File: src/rtl/fpu_addsub_param.sv
// Parametrised IEEE 754 binary add/subtract with a 3-stage valid/ready pipeline.
// Macro FPU_ADDSUB_RNE_EN selects round-to-nearest-even; otherwise round-toward-zero.
module fpu_addsub_param #(
    parameter int EXP_W = 8,
    parameter int MAN_W = 23,
    localparam int W = 1 + EXP_W + MAN_W
) (
    input  logic         clk,
    input  logic         rst,
    input  logic         in_valid,
    output logic         in_ready,
    input  logic         op_sub,
    input  logic [W-1:0] a,
    input  logic [W-1:0] b,
    output logic         out_valid,
    input  logic         out_ready,
    output logic [W-1:0] result,
    output logic [2:0]   flags
);

    localparam int AW = MAN_W + 4;
    localparam logic [EXP_W-1:0] EXP_ONES = {EXP_W{1'b1}};
    localparam logic [EXP_W-1:0] EXP_ZERO = {EXP_W{1'b0}};
    localparam logic [EXP_W-1:0] EXP_ONE  = {{(EXP_W-1){1'b0}}, 1'b1};
    localparam logic [MAN_W-1:0] MAN_ZERO = {MAN_W{1'b0}};
    localparam logic [W-1:0]     QNAN     = {1'b0, EXP_ONES, 1'b1, {(MAN_W-1){1'b0}}};
    localparam logic [31:0]      AW32     = 32'(AW);
    localparam logic [31:0]      EXP_MAX32 = 32'(EXP_ONES);

    function automatic logic [31:0] lzc(input logic [AW-1:0] v);
        logic [31:0] n;
        logic        done;
        n    = 32'd0;
        done = 1'b0;
        for (int i = AW - 1; i >= 0; i--) begin
            if (!done && !v[i]) begin
                n = n + 32'd1;
            end else begin
                done = 1'b1;
            end
        end
        return n;
    endfunction

    // handshake state
    logic v1_r, v2_r, v3_r;
    logic s1_load_s, s2_load_s, s3_load_s;

    // stage 1 signals and registers
    logic             sa_s, sb_s, a_nan_s, b_nan_s, a_inf_s, b_inf_s, a_snan_s, b_snan_s, swap_s;
    logic [EXP_W-1:0] ea_s, eb_s, ex_s, ey_s, diff_s;
    logic [MAN_W-1:0] ma_s, mb_s;
    logic [MAN_W:0]   mx_s, my_s;
    logic             sx_s, sy_s, spec_s, spec_nv_s;
    logic [W-1:0]     spec_val_s;
    logic             s1_sx_r, s1_sy_r, s1_spec_r, s1_spec_nv_r;
    logic [EXP_W-1:0] s1_ex_r, s1_diff_r;
    logic [MAN_W:0]   s1_mx_r, s1_my_r;
    logic [W-1:0]     s1_spec_val_r;

    // stage 2 signals and registers
    logic [31:0]      diff32_s, sh_s;
    logic [2*AW-1:0]  wide_s;
    logic [AW-1:0]    ay_s, xe_s;
    logic [AW:0]      sum_s;
    logic             s2_sx_r, s2_sy_r, s2_spec_r, s2_spec_nv_r;
    logic [EXP_W-1:0] s2_ex_r;
    logic [AW:0]      s2_sum_r;
    logic [W-1:0]     s2_spec_val_r;

    // stage 3 signals and output registers
    logic [31:0]      exp32_s, lz_s, shl_s, exp_n_s, exp_f_s;
    logic [AW-1:0]    norm_s;
    logic             g_s, r_s, st_s, nx_s, inc_s;
    logic [MAN_W+1:0] mant_rnd_s;
    logic [MAN_W-1:0] man_o_s;
    logic [W-1:0]     res_s, res_r;
    logic [2:0]       flags_s, flags_r;

    assign s3_load_s = !v3_r || out_ready;
    assign s2_load_s = !v2_r || s3_load_s;
    assign s1_load_s = !v1_r || s2_load_s;
    assign in_ready  = s1_load_s;
    assign out_valid = v3_r;
    assign result    = res_r;
    assign flags     = flags_r;

    // Stage 1: unpack, classify specials, order operands so |X| >= |Y|
    always_comb begin
        sa_s     = a[W-1];
        sb_s     = b[W-1] ^ op_sub;
        ea_s     = a[W-2:MAN_W];
        eb_s     = b[W-2:MAN_W];
        ma_s     = a[MAN_W-1:0];
        mb_s     = b[MAN_W-1:0];
        a_nan_s  = (ea_s == EXP_ONES) && (ma_s != MAN_ZERO);
        b_nan_s  = (eb_s == EXP_ONES) && (mb_s != MAN_ZERO);
        a_inf_s  = (ea_s == EXP_ONES) && (ma_s == MAN_ZERO);
        b_inf_s  = (eb_s == EXP_ONES) && (mb_s == MAN_ZERO);
        a_snan_s = a_nan_s && !ma_s[MAN_W-1];
        b_snan_s = b_nan_s && !mb_s[MAN_W-1];
        swap_s   = b[W-2:0] > a[W-2:0];
        if (swap_s) begin
            sx_s = sb_s;
            sy_s = sa_s;
            ex_s = (eb_s == EXP_ZERO) ? EXP_ONE : eb_s;
            ey_s = (ea_s == EXP_ZERO) ? EXP_ONE : ea_s;
            mx_s = {eb_s != EXP_ZERO, mb_s};
            my_s = {ea_s != EXP_ZERO, ma_s};
        end else begin
            sx_s = sa_s;
            sy_s = sb_s;
            ex_s = (ea_s == EXP_ZERO) ? EXP_ONE : ea_s;
            ey_s = (eb_s == EXP_ZERO) ? EXP_ONE : eb_s;
            mx_s = {ea_s != EXP_ZERO, ma_s};
            my_s = {eb_s != EXP_ZERO, mb_s};
        end
        diff_s     = ex_s - ey_s;
        spec_s     = 1'b0;
        spec_nv_s  = 1'b0;
        spec_val_s = {W{1'b0}};
        if (a_nan_s || b_nan_s) begin
            spec_s     = 1'b1;
            spec_val_s = QNAN;
            spec_nv_s  = a_snan_s || b_snan_s;
        end else if (a_inf_s && b_inf_s && (sa_s != sb_s)) begin
            spec_s     = 1'b1;
            spec_val_s = QNAN;
            spec_nv_s  = 1'b1;
        end else if (a_inf_s) begin
            spec_s     = 1'b1;
            spec_val_s = {sa_s, EXP_ONES, MAN_ZERO};
        end else if (b_inf_s) begin
            spec_s     = 1'b1;
            spec_val_s = {sb_s, EXP_ONES, MAN_ZERO};
        end else begin
            spec_s = 1'b0;
        end
    end

    // Stage 2: align Y with sticky collection, then add or subtract magnitudes
    always_comb begin
        diff32_s = 32'(s1_diff_r);
        sh_s     = (diff32_s > AW32) ? AW32 : diff32_s;
        wide_s   = {s1_my_r, 3'b000, {AW{1'b0}}} >> sh_s;
        ay_s     = {wide_s[2*AW-1:AW+1], wide_s[AW] | (|wide_s[AW-1:0])};
        xe_s     = {s1_mx_r, 3'b000};
        if (s1_sx_r != s1_sy_r) begin
            sum_s = {1'b0, xe_s} - {1'b0, ay_s};
        end else begin
            sum_s = {1'b0, xe_s} + {1'b0, ay_s};
        end
    end

    // Stage 3: normalise (never below effective exponent 1), round, pack, flags
    always_comb begin
        exp32_s = 32'(s2_ex_r);
        lz_s    = lzc(s2_sum_r[AW-1:0]);
        if (s2_sum_r[AW]) begin
            norm_s  = {s2_sum_r[AW:2], s2_sum_r[1] | s2_sum_r[0]};
            shl_s   = 32'd0;
            exp_n_s = exp32_s + 32'd1;
        end else begin
            if (lz_s < exp32_s) begin
                shl_s = lz_s;
            end else begin
                shl_s = exp32_s - 32'd1;
            end
            norm_s  = s2_sum_r[AW-1:0] << shl_s;
            exp_n_s = exp32_s - shl_s;
        end
        g_s  = norm_s[2];
        r_s  = norm_s[1];
        st_s = norm_s[0];
        nx_s = g_s | r_s | st_s;
`ifdef FPU_ADDSUB_RNE_EN
        inc_s = g_s & (r_s | st_s | norm_s[3]);
`else
        inc_s = 1'b0;
`endif
        mant_rnd_s = {1'b0, norm_s[AW-1:3]} + {{(MAN_W+1){1'b0}}, inc_s};
        // a subnormal that rounds up into the hidden bit becomes the smallest normal
        if (mant_rnd_s[MAN_W+1]) begin
            man_o_s = mant_rnd_s[MAN_W:1];
            exp_f_s = exp_n_s + 32'd1;
        end else if (mant_rnd_s[MAN_W]) begin
            man_o_s = mant_rnd_s[MAN_W-1:0];
            exp_f_s = exp_n_s;
        end else begin
            man_o_s = mant_rnd_s[MAN_W-1:0];
            exp_f_s = 32'd0;
        end
        res_s   = {W{1'b0}};
        flags_s = 3'b000;
        if (s2_spec_r) begin
            res_s   = s2_spec_val_r;
            flags_s = {s2_spec_nv_r, 2'b00};
        end else if (s2_sum_r == {(AW+1){1'b0}}) begin
            res_s   = {s2_sx_r & s2_sy_r, {(W-1){1'b0}}};
            flags_s = 3'b000;
        end else if (exp_f_s >= EXP_MAX32) begin
`ifdef FPU_ADDSUB_RNE_EN
            res_s   = {s2_sx_r, EXP_ONES, MAN_ZERO};
`else
            res_s   = {s2_sx_r, EXP_ONES - EXP_ONE, {MAN_W{1'b1}}};
`endif
            flags_s = 3'b011;
        end else begin
            res_s   = {s2_sx_r, exp_f_s[EXP_W-1:0], man_o_s};
            flags_s = {2'b00, nx_s};
        end
    end

    // Stage valid bits and registered outputs
    always_ff @(posedge clk) begin
        if (rst) begin
            v1_r    <= 1'b0;
            v2_r    <= 1'b0;
            v3_r    <= 1'b0;
            res_r   <= {W{1'b0}};
            flags_r <= 3'b000;
        end else begin
            if (s1_load_s) v1_r <= in_valid;
            if (s2_load_s) v2_r <= v1_r;
            if (s3_load_s) v3_r <= v2_r;
            if (s3_load_s && v2_r) begin
                res_r   <= res_s;
                flags_r <= flags_s;
            end
        end
    end

    // Datapath stage registers, loaded only with valid data
    always_ff @(posedge clk) begin
        if (s1_load_s && in_valid) begin
            s1_sx_r       <= sx_s;
            s1_sy_r       <= sy_s;
            s1_ex_r       <= ex_s;
            s1_diff_r     <= diff_s;
            s1_mx_r       <= mx_s;
            s1_my_r       <= my_s;
            s1_spec_r     <= spec_s;
            s1_spec_nv_r  <= spec_nv_s;
            s1_spec_val_r <= spec_val_s;
        end
        if (s2_load_s && v1_r) begin
            s2_sx_r       <= s1_sx_r;
            s2_sy_r       <= s1_sy_r;
            s2_ex_r       <= s1_ex_r;
            s2_sum_r      <= sum_s;
            s2_spec_r     <= s1_spec_r;
            s2_spec_nv_r  <= s1_spec_nv_r;
            s2_spec_val_r <= s1_spec_val_r;
        end
    end

endmodule

File: config.mk
export PLATFORM = sky130hd
export DESIGN_NAME = fpu_addsub_param
export DESIGN_NICKNAME = d
export VERILOG_FILES = /design/src/rtl/fpu_addsub_param.sv
export SDC_FILE = /design/constraint.sdc
export NUM_CORES = 1
export LEC_CHECK = 0
export CAP_MARGIN = 20
export CORE_MARGIN = 5
export CORE_UTILIZATION = 60
export DETAILED_ROUTE_END_ITERATION = 6
export HOLD_SLACK_MARGIN = 0.02
export PLACE_DENSITY = 0.88
export SLEW_MARGIN = 40
export SYNTH_ARGS = -nofsm -noshare
export SYNTH_HDL_FRONTEND = slang
export SYNTH_SLANG_ARGS = --single-unit
File: constraint.sdc
create_clock -name clk -period 21.4 [get_ports clk]
set_input_delay 3.21 -clock clk [delete_from_list [all_inputs] [get_ports clk]]
set_output_delay 3.21 -clock clk [all_outputs]
set_load 0.01 [all_outputs]
== Word-level counts from Yosys, hierarchy flattened ==
Index checks and enable logic that the tools add are counted.
Cells by class
  add/subtract/negate cells: 32
  magnitude comparators: 4
  eq/ne operators: 4
  shifts and indexed selects: 2
  multiplexer cells: 79
  bitwise gates (word level): 6
  reduce and logical (&&, ||, !) cells: 111
Operators with widths (number)
  2-to-1 mux 32 bit: 34
  adder 32 x 1 -> 32 bit (second input constant): 26
  zero test 1 bit: 57
  right shift 54 x 8 -> 54 bit: 1
  2-to-1 mux 24 bit: 2
  zero test 23 bit: 2
  nonzero test 23 bit: 2
  2-to-1 mux 8 bit: 5
  logical AND 1 bit: 37
  greater-or-equal comparator 32 x 8 -> 1 bit (second input constant): 1
  < comparator 32 x 8 -> 1 bit: 1
  2-to-1 mux 1 bit: 32
  << shifter 27 x 32 -> 27 bit: 1
  subtractor 8 x 32 -> 32 bit: 1
  greater-than comparator 31 bit: 1
  2-to-1 mux 31 bit: 1
  adder 27 x 27 -> 28 bit: 1
  zero test 28 bit: 1
  2-to-1 mux 28 bit: 1
  subtractor 27 x 27 -> 28 bit: 1
  2-to-1 mux 27 bit: 1
  OR reduction 27 bit: 1
  == test 8 bit (second input constant): 2
  zero test 8 bit: 2
  other kinds (14): 24
Word-level totals
  bits in registers: 210
  input bits: 69
  output and inout bits: 37
  logic and storage cells: 260

== Longest topological paths before layout ==
  depth in word-level cells: 88
  mapped depth: 110
  gate-level depth less buffers: 105

== Worst setup path before layout ==
OpenSTA, ideal clock, no wires.
  path type: register to register
  start point: register s2_sum_r[24]
  end point: register res_r[26] (netlist: result[26])
  setup time: 0.119 ns
  arrival time: 18.525 ns
  required time: 21.281 ns
  path slack: 2.757 ns
  cell stages (with the launch flop): 102
  path buffers: 4
  period minus slack after synthesis: 18.643 ns
  cells stage by stage: edfxtp_1 clkbuf_1 a21oi_1 ha_1 o31a_1 ha_1 nand2_1 nand2_1 ha_1 mux2i_1 o21ai_0 ha_1 mux2_2 ha_1 mux2i_1 mux2_2 o21ai_0 ha_1 [... 66 more ...] inv_4 buf_2 ha_1 nor2b_1 o21ai_0 nand2b_1 and2_1 o21ai_0 nand2b_1 and2_1 o21a_1 nor2_1 a21oi_1 a21oi_1 nand2_1 nor3_1 inv_1 o221a_2
Between the ends
  word-level cells in the longest chain between the ends: 85
  elaborated cells between the ends (all ways): 136
  classes of those cells: add/sub: 25; order compare: 2; shift: 1; mux: 57; reduce/logical: 51
Ends and longest elaborated chain
  start: declaration: line 68  | logic [AW:0] s2_sum_r;
  start signal: assignment: line 250  | s2_sum_r <= sum_s;
  branches (longest 83 deep; another with adder 32 x 1 -> 32 bit)
  2-to-1 mux 32 bit (*): line 198  | end else if (s2_sum_r == {(AW+1){1'b0}}) begin
  2-to-1 mux 32 bit (*): line 195  | if (s2_spec_r) begin
  end signal: assignment: line 220  | res_r <= {W{1'b0}};
  end signal: assignment: line 227  | res_r <= res_s;
  end: declaration: line 77  | logic [W-1:0] res_s, res_r;
Every way passes the cells marked *. The select of a mux whose other input is x is not followed.
A chain may end at the register's enable or synchronous reset.

== Worst setup path in the final report ==
Same ends and word-level chain as after synthesis.

==> metrics.md <==
| Metric | Value |
|---|---|
| Status | complete, but fails checks |
| Failing checks | design-rule violations |
| Vias in the first global route | 17300 |
| Diode count | 0 |
| Nets | 2476 |
| Layout cell share with drive strength beyond 1 | 0.101 |
| Sw frac | 0.424 |
| Final period demand of the worst path | between 20 and 25 ns |
| Clock Path Buffers | 2 |
| Post-synthesis sequential area ratio | 0.228 |
| Max VDD drop | 0.0000597 V |
| Post-synth EDFFs | 112 |
| Ys async rst share | 0 |
| Number of max-cap violations | 0 |
| Initial antenna violation count | 0 |
| CP Max Fanout | 12 |
| CTS root buf | clkbuf_16 |
| Mapped Avg Cell Area | ~8.1 um2 |
| Unique cell type count in the Yosys netlist | 110 |
| Most frequent cells in the layout | nand2_1, nor2_1, a21oi_1, inv_1, ha_1 |
| CP Launch Type | flip-flop |
| Placement Rows | between 60 and 70 |
| Clock power share | 0.248 |
| Vias per Instance | 6.80 |
| Die area | 33700 um2 |
| IO Count | 106 |
| Arrival time at the worst endpoint | slightly above 20 ns |
| Hold WC Path Type | flip-flop to flip-flop |
| CTS buffer count | 17 |
| Sequential share of power | 0.322 |
| Initial DRC Count | 2373 |
| Area delta synth->final | 11.2% |
| Top cell type's share of synthesized area | 0.186 |
| Gr ovfl total | 0 |
| Leading cell types by total area after synthesis | edfxtp_1, ha_1, mux2i_1 |
| Core box area | 29700 um2 |
| Setup TNS Final | 0 ns |
| GRT Overall Usage | 0.332 |
| CTS tree | built |
| GPL Wtd Cong | 0.994 |
| CP max-delay cell | or4b_2 |
| Actual slew at the worst max-slew pin | around 0.9 ns |
| Power share of the combinational group | 0.430 |
| Post-DRT Antenna Nets | 0 |
| CP Capture Type | flip-flop |
| F_max | between 40 and 50 MHz |
| Netlist Area Pre-Place | 18100 um2 |
| Average wire per standard cell | 21.6 um |
| Initial Util | 0.609 |
| Remaining DRCs | 20 |
| Skew final | 0.0196 ns |
| Port Buf Inserts | 105 |
| Synthesized flop and latch total | 150 |
| Worst skew pair latency | 0.45 ns |
| CP max stage delay | 0.65 ns |
| Drt first pass iters | 7 |
| Main synth FF type | edfxtp_1 |
| RSZ-0062 raised after global routing | no |
| Final Hold Fails | 0 |
| Rel. slew slack | 0.399 |
| Psw | 0.541 mW |
| Cell count after synthesis | ~2200 |
| Total power | around 1.3 mW |
| Die Span Y | 184 um |
| CTS sink cnt | 150 |
| Cell taking the most area after synthesis | edfxtp_1 |
| Total internal power | 0.735 mW |
| Dpl hpwl | 44.7 mm |
| Pwr per Cell Area | 63.4 nW/um2 |
| Die Wd | 184 um |
| Fin crit share | 0.941 |
| Cell mode on critical path | ha_1 |
| Critical path class | flip-flop to flip-flop |
| H-Tree Depth | 4 |
| Largest net degree at the start of global routing | between 70 and 80 |
| Routed WL | 57.8 mm |
| Via Count | 18200 |
| First-pass GRT wire length | 91.3 mm |
| Worst EP required | 21.74 ns |
| Hold Buf Count CTS | 0 |
| Static Leak | 8.17 nW |
| Final Slew Violations | 0 |
| Clock-pin slew of the registers on the worst-case setup and hold paths | 0.09 ns |
| Commonest non-fill, non-tap cell in the layout | nand2_1 |
| # setup viols final | 0 |
| Yosys warns | 0 |
| Syn nets | 2444 |
-- power groups by stage --
stage          registers, mW  clock network (mW)  logic, mW
5_1_grt                0.412               0.332      0.594
2_1_floorplan          0.381                   0      0.402
4_1_cts                0.407               0.319      0.528
3_3_place_gp           0.412                   0      0.509
6_report               0.411               0.316      0.549
3_5_place_dp           0.414                   0      0.524
-- metrics by stage --
step / setup slack [ns] / instances / utilization / cell area, um2 / hold WS, ns
after CTS: 0.675 / 2671 / 0.673 / 20000 / 0.419
after floorplan: 2.76 / 2243 / - / 18100 / 0.400
after global placement: 1.43 / 2638 / 0.651 / 19300 / 0.402
after detailed placement: 0.777 / 2639 / 0.652 / 19400 / 0.405
final: 1.27 / 2678 / 0.677 / 20100 / 0.417
after global routing: 0.0339 / 2678 / 0.677 / 20100 / 0.431
-- cell usage after synthesis (12+ instances only) --
| cell type | instances |
|---|---|
| nor4_1 | 27 |
| a221oi_2 | 12 |
| ha_1 | 129 |
| mux2i_1 | 98 |
| o21bai_1 | 27 |
| inv_1 | 142 |
| o22ai_1 | 18 |
| and3_1 | 25 |
| o21ai_0 | 126 |
| a222oi_1 | 18 |
| nand2b_1 | 38 |
| or3_1 | 18 |
| dfxtp_1 | 38 |
| o32ai_1 | 20 |
| xor2_1 | 24 |
| mux2_2 | 54 |
| o31ai_1 | 18 |
| nor2b_1 | 27 |
| buf_2 | 17 |
| edfxtp_1 | 112 |
| a21o_1 | 42 |
| nand3_1 | 83 |
| and2_1 | 21 |
| xnor2_1 | 75 |
| buf_4 | 15 |
| nand4_1 | 28 |
| nand2_1 | 219 |
| nor2_1 | 170 |
| o211ai_1 | 17 |
| nor3_1 | 48 |
| a31oi_1 | 24 |
| a21oi_1 | 164 |
| o21a_1 | 14 |
| clkbuf_1 | 82 |
-- final timing paths --
kind	end	cells after the start	from	slack, ns
max reg2reg	result[26]$_SDFFE_PP0P_	97	s2_sum_r[24]$_DFFE_PP_	1.27
min	s2_spec_val_r[22]$_DFFE_PP_	0	s1_spec_val_r[22]$_SDFFCE_PP1P_	0.42
max	result[26]$_SDFFE_PP0P_	97	s2_sum_r[24]$_DFFE_PP_	1.27
min reg2reg	s2_spec_val_r[22]$_DFFE_PP_	0	s1_spec_val_r[22]$_SDFFCE_PP1P_	0.42
-- per-layer routing --
metal | global-route usage | wire (um) | vias up | share of wire
met2 | 0.570 | 27500 | 995 | 0.48
met5 | 0 | 0 | - | 0
met3 | 0.0534 | 4570 | 191 | 0.079
li1 | - | - | 8406 | -
met4 | 0.134 | 2470 | 0 | 0.043
met1 | 0.417 | 23200 | 8618 | 0.40
-- area by class of cell --
type | instances | area (um2)
inverter | 147 | 557
multi-input combinational | 1819 | 13000
timing repair buffer | 140 | 1330
tap | 390 | 488
clock buffer | 17 | 425
clock inverter | 15 | 199
fill | 2379 | 9600
sequential | 150 | 4120
-- kinds of logic after synthesis --
| logic type | synth area share |
|---|---|
| xor+xnor | 0.0642 |
| fa+ha+maj | 0.0925 |
| mux | 0.0917 |
| simple gates | 0.211 |
| flops | 0.228 |
| buf+inv | 0.0626 |
| compound gates | 0.250 |
-- registers in the layout (all words and copies together) (netlist names), 3 cells and up --
signal / cells
s2_spec_val_r: 3
s2_sum_r: 28
s1_my_r: 24
flags: 3
result: 32
s1_diff_r: 8
s2_ex_r: 8
s1_mx_r: 24
s1_spec_val_r: 3
s1_ex_r: 8
-- what timing repair did --
action,4_1_cts,5_1_grt
setup endpoints to repair,0,33
buffers inserted,0,6
resized for setup,0,15
-- critical path, delay by kind of cell (launching register included) --
| kind | cells | cell delay, ns |
|---|---|---|
| AND/OR/NAND/NOR | 27 | 3.92 |
| XOR/XNOR | 2 | 0.73 |
| AO/OA/AOI/OAI | 25 | 4.37 |
| adder cells (fa/ha/maj) | 23 | 6.79 |
| flip-flops | 1 | 0.55 |
| buffers and inverters | 4 | 0.54 |
| multiplexers | 16 | 3.07 |
Note: power is estimated with default switching activity, not from simulation.
